### src/rtl/mpsoc_sysid_checker_pkg.sv
// Shared types and constants for the sysid checker and its timeout counter.
package mpsoc_sysid_checker_pkg;

    localparam int COUNTER_W = 16;

    // Avalon-MM word addresses inside the sysid slave.
    localparam logic ADDR_ID = 1'b0;
    localparam logic ADDR_TS = 1'b1;

    typedef enum logic [2:0] {
        ST_IDLE   = 3'd0,
        ST_REQ_ID = 3'd1,
        ST_RSP_ID = 3'd2,
        ST_REQ_TS = 3'd3,
        ST_RSP_TS = 3'd4,
        ST_FIN    = 3'd5
    } state_e;

endpackage

### src/rtl/mpsoc_timeout_counter.sv
// Per-word cycle budget. o_expired is high in the cycle whose clock edge
// would bring the count up to i_limit, so the owner can abort on that edge.
module mpsoc_timeout_counter
    import mpsoc_sysid_checker_pkg::*;
(
    input  logic                 i_clock,
    input  logic                 i_reset,
    input  logic                 i_clear,
    input  logic                 i_enable,
    input  logic [COUNTER_W-1:0] i_limit,
    output logic                 o_expired
);

    logic [COUNTER_W-1:0] r_count;
    logic [COUNTER_W-1:0] w_last;

    assign w_last    = i_limit - COUNTER_W'(1);
    assign o_expired = i_enable && (r_count == w_last);

    // Count cycles while enabled; clear has priority so each word starts at 0.
    always_ff @(posedge i_clock or posedge i_reset) begin
        if (i_reset) begin
            r_count <= '0;
        end else if (i_clear) begin
            r_count <= '0;
        end else if (i_enable) begin
            r_count <= r_count + COUNTER_W'(1);
        end
    end

endmodule

### config.mk
export PLATFORM = sky130hd
export DESIGN_NAME = mpsoc_timeout_counter
export DESIGN_NICKNAME = d
export VERILOG_FILES = /design/src/rtl/mpsoc_sysid_checker_pkg.sv /design/src/rtl/mpsoc_timeout_counter.sv
export SDC_FILE = /design/constraint.sdc
export NUM_CORES = 1
export LEC_CHECK = 0
export CAP_MARGIN = 30
export CORE_ASPECT_RATIO = 1.4
export CORE_UTILIZATION = 50
export CTS_CLUSTER_SIZE = 10
export DETAILED_ROUTE_END_ITERATION = 8
export PLACE_DENSITY = 0.83
export SLEW_MARGIN = 10
export SYNTH_ARGS = -nofsm -noshare
export SYNTH_HDL_FRONTEND = slang
export SYNTH_SLANG_ARGS = --single-unit
### constraint.sdc
create_clock -name i_clock -period 3 [get_ports i_clock]
set_input_delay 0.3 -clock i_clock [delete_from_list [all_inputs] [get_ports i_clock]]
set_output_delay 0.3 -clock i_clock [all_outputs]
set_load 0.005 [all_outputs]
======== Word-level counts from Yosys, hierarchy flattened ========
Index checks and enable logic that the tools add are counted.
cells by class
  multiplexer cells ....................... 2
  add/subtract/negate cells ............... 2
  reductions and logical operators ........ 2
  eq/ne operators ......................... 1
operators by type and width
  cell                   count
  $mux 16                2
  $add 16x1->16 const B  1
  $eq 16x16->1           1
  $sub 16x1->16 const B  1
  $reduce_bool 2->1      1
  $logic_and 1x1->1      1
word-level totals
  output and inout bits ................... 1
  flip-flop bits (word level) ............. 16
  logic and storage cells ................. 8

======== Logic depth before layout (Yosys ltp) ========
  depth after elaboration ................. 3
  depth in mapped cells ................... 8
  depth with buffers taken out ............ 8

======== Least setup slack after synthesis ========
Ideal clock, no wire load.
  kind .................................... input to output
  start ................................... in i_limit[2]
  end ..................................... out o_expired
  arrival ................................. 2.493 ns
  cell stages on the path ................. 8
  slack ................................... 0.207 ns
  cells stage by stage .................... buf_6 -> or4_4 -> or4b_1 -> buf_2 -> or4b_4 -> xnor2_2 -> nand2_1 -> nor4_2
between the ends
  longest elaborated chain between the ends .. 3
ends and longest elaborated chain
  item               line                         text
  from (decl)        mpsoc_timeout_counter.sv:10  input logic [COUNTER_W-1:0] i_limit,
  $sub 16x1->16      mpsoc_timeout_counter.sv:17  assign w_last = i_limit - COUNTER_W'(1);
  $eq 16x16->1       mpsoc_timeout_counter.sv:18  assign o_expired = i_enable && (r_count == w_last);
  $logic_and 1x1->1  mpsoc_timeout_counter.sv:18
  to (decl)          mpsoc_timeout_counter.sv:11  output logic o_expired
Every way passes these cells.

======== Worst setup path in the final report ========
Same ends and word-level chain as after synthesis.

==> impl_results.md <==
* Die footprint at 2810 µm²
* HPWL after detailed placement at 2340 µm
* Tcrit/Tclk final at 98.6%
* Multi-input logic area at 843 µm²
* Worst R2R Path Depth at 5
* Most flop-heavy register: r_count
* Post-CTS Hold Buffers at 0
* First-pass GRT wire length at 4740 µm
* Crit path to: o_expired
* Final hold vios at 0
* Buffer and inverter count on the worst path at 2
* Die W at 45.1 µm
* H-tree depth at 1
* Slew of the pin with the lowest slew margin at 0.583 ns
* Reg2reg setup slack at 1.17 ns
* Post-Route Setup TNS at 0 ns
* Num CTS Buffers at 3
* ANT nets after route at 0
* Sequential cell area at 400 µm²
* CP max FO at 2
* Die Ht at 62.3 µm
* CP most frequent cell: or4b_4
* I/O pins at 21
* Class of the worst hold path: input pin to async pin
* Max reg flops at 16
* Top cells by area, synth: dfrtp_1 (31%), xnor2_1 (13%), xor2_1 (10%)
* Yosys warns at 0
* Number of port buffers at 20
* Global Route Usage Sum at 22.4%
* Layout area overhead at 28.6%
* Grt ovf at 0
* Critical path launch point type: input pin
* Detail-routed net length per standard cell at 13.2 µm
* Clock root cell: clkbuf_4
* # fillers at 198
* Seq/Total Area, Yosys at 30.8%
* CTS tree: done
* Core area at 2420 µm²
* Routability Congestion at 0.861
* Regs by FF count: r_count: 16 flops
* Pin count of the biggest net entering global routing at 17
* Mapped Area at 1300 µm²
* RSZ-0062 raised after global routing: no
* Via count at 1,219
* Crit. Startpoint: i_limit[2]
* Crit Path Class: input pin to output pin
* Worst Path Required at 2.70 ns
* Mapped Avg Cell Area at 8.33 µm²
* Final Cell Area at 1670 µm²
* Drt drc at 0
* Crit path time final at 2.96 ns
* Max-slew violations at 0
* Worst R2R End: r_count[13]$_DFFE_PP0P_
* Crit. End Element: output pin
* Outcome: complete, no violations
* Vias in the first global route at 1,191
* Max Cap Viol at 0
* Placed cell areas at 1630 µm²
* Antenna diodes at 0
* Post-Synthesis Cells at 156
* WP depth at 8
* Top achievable clock speed at 0.338 GHz
* Clock transition at the registers of the reported paths at 0.09 ns
* Postcts setup bufs at 0
* Leakage power at 0.675 nW
* Max transition margin at 61.1%
* Clock Latency Late Sink at 0.28 ns
* Final wirelength at 2940 µm
* CP Cell Sequence: clkdlybuf4s15_1, or4_4, or4b_4, or4b_4, xnor2_2, nand2_1, nor4_2, buf_2
* Reg2Reg Launch Point: r_count[6]$_DFFE_PP0P_
* Drt pass-1 iters at 4
* Final Net Count at 211
* Iteration-0 DRC count of the detailed router at 22
* Core Rows at 21
* Final hold slack at 0.372 ns
* Layout Utilization at 69.1%
* Largest stage delay, worst path at 0.54 ns
* VDD IR max at 0.237 mV
* Initial antenna violation count at 0
* Via density per instance at 5.49
* Synth unique cells at 36
* Cell taking the most area after synthesis: dfrtp_1
* Final setup viols at 0
* Yosys top cell area share at 30.8%
* Fraction of layout cells with a size suffix above 1 at 16.0%
* Clock skew at 0.000948 ns
* CP arrival at 2.66 ns
* Synth Register Bits at 16
* Initial cell density of the core at 53.7%
* Worst path top cell family by delay: simple AND/OR/NAND/NOR gates
* # clock sinks at 16
* Power per Cell Area at 278 nW/µm²
* Max Root-Sink Buffers at 2
* Slowest CP cell: or4_4
* Syn_nets at 178
-- layout make-up --
type / count / share of cell area (%)
inverter: 7 / 1.57
tap: 34 / 2.55
clock buffer: 4 / 2.17
timing repair buffer: 37 / 19.3
sequential: 16 / 24.0
multi-input combinational: 124 / 50.5
-- layer usage --
metal	track usage (%)	vias to the layer above	routed length, µm
met5	0	-	0
met4	12.9	0	80
met3	1.74	9	77
met2	40.0	24	1600
met1	24.2	586	1190
li1	-	600	-
-- logic make-up (layout without fill, tap and decap cells) --
| logic type | after synthesis | count (layout) | share of synthesized area, % |
|---|---|---|---|
| DFF | 16 | 16 | 30.8 |
| AOI/OAI and AO/OA | 18 | 18 | 8.86 |
| adders and majority gates | 2 | 2 | 1.93 |
| buffers and inverters | 16 | 48 | 5.30 |
| xor gates and xnor gates | 36 | 36 | 24.9 |
| muxes | 1 | 1 | 0.771 |
| and+or+nand+nor | 67 | 67 | 27.5 |
-- layout by cell type (no fill, tap or decap), drive strengths merged --
cell,instances
nor2,21
xnor2,21
buf,18
dfrtp,16
xor2,15
clkdlybuf4s50,15
nand2,10
nand4,8
inv,7
or3,5
nand3,5
nor3,5
o21ai,4
a21oi,4
clkbuf,4
a31oi,3
clkdlybuf4s15,3
nor4,3
and3,2
o31ai,2
or4b,2
ha,2
o2111ai,1
or2,1
nor4b,1
or4,1
nand3b,1
nand2b,1
o221ai,1
a22oi,1
o21a,1
nor3b,1
a211o,1
mux2i,1
dlygate4sd2,1
-- synthesized netlist by cell type (all sizes together) --
cell type	instances
o2111ai	1
a211o	1
o31ai	2
o21a	1
xnor2	21
nor3b	1
or3	5
nor3	5
or4b	2
nand2b	1
nand2	10
dfrtp	16
nand3b	1
o21ai	4
clkbuf	7
or2	1
nand4	8
inv	7
a31oi	3
a21oi	4
ha	2
nor2	21
a22oi	1
buf	2
xor2	15
and3	2
nor4b	1
o221ai	1
nor4	3
or4	1
nand3	5
mux2i	1
-- worst min-delay path by stage --
stage                      startpoint                      end  slack (ns)
2_1_floorplan                 i_reset   r_count[0]$_DFFE_PP0P_        0.21
3_3_place_gp   r_count[9]$_DFFE_PP0P_   r_count[9]$_DFFE_PP0P_        0.54
3_5_place_dp   r_count[9]$_DFFE_PP0P_   r_count[9]$_DFFE_PP0P_        0.54
4_1_cts                       i_reset   r_count[7]$_DFFE_PP0P_        0.39
5_1_grt                       i_reset  r_count[13]$_DFFE_PP0P_        0.44
6_report                      i_reset  r_count[13]$_DFFE_PP0P_        0.37
-- what timing repair did --
| action | CTS | global route |
|---|---|---|
| setup endpoints to repair | 1 | 1 |
| gates cloned | 0 | 0 |
| pin swaps | 6 | 5 |
| resized for setup | 13 | 1 |
-- where the power goes --
part	switching (W)	total (W)	leakage [nW]	internal, W
clock	0.0000646	0.000138	0.0210	0.0000739
sequential	0.00000468	0.000223	0.222	0.000218
combinational	0.0000461	0.000102	0.432	0.0000562
total	0.000115	0.000464	0.675	0.000348
-- stage by stage --
stage	instances	setup slack, ns	total power (W)
after floorplan	156	0.207	0.000276
after global placement	218	-0.592	0.000326
after detailed placement	218	-0.683	0.000330
after CTS	222	0.0327	0.000467
after global routing	222	0.0111	0.000485
final	222	0.0405	0.000464
Power figures use the tool's default switching activity.
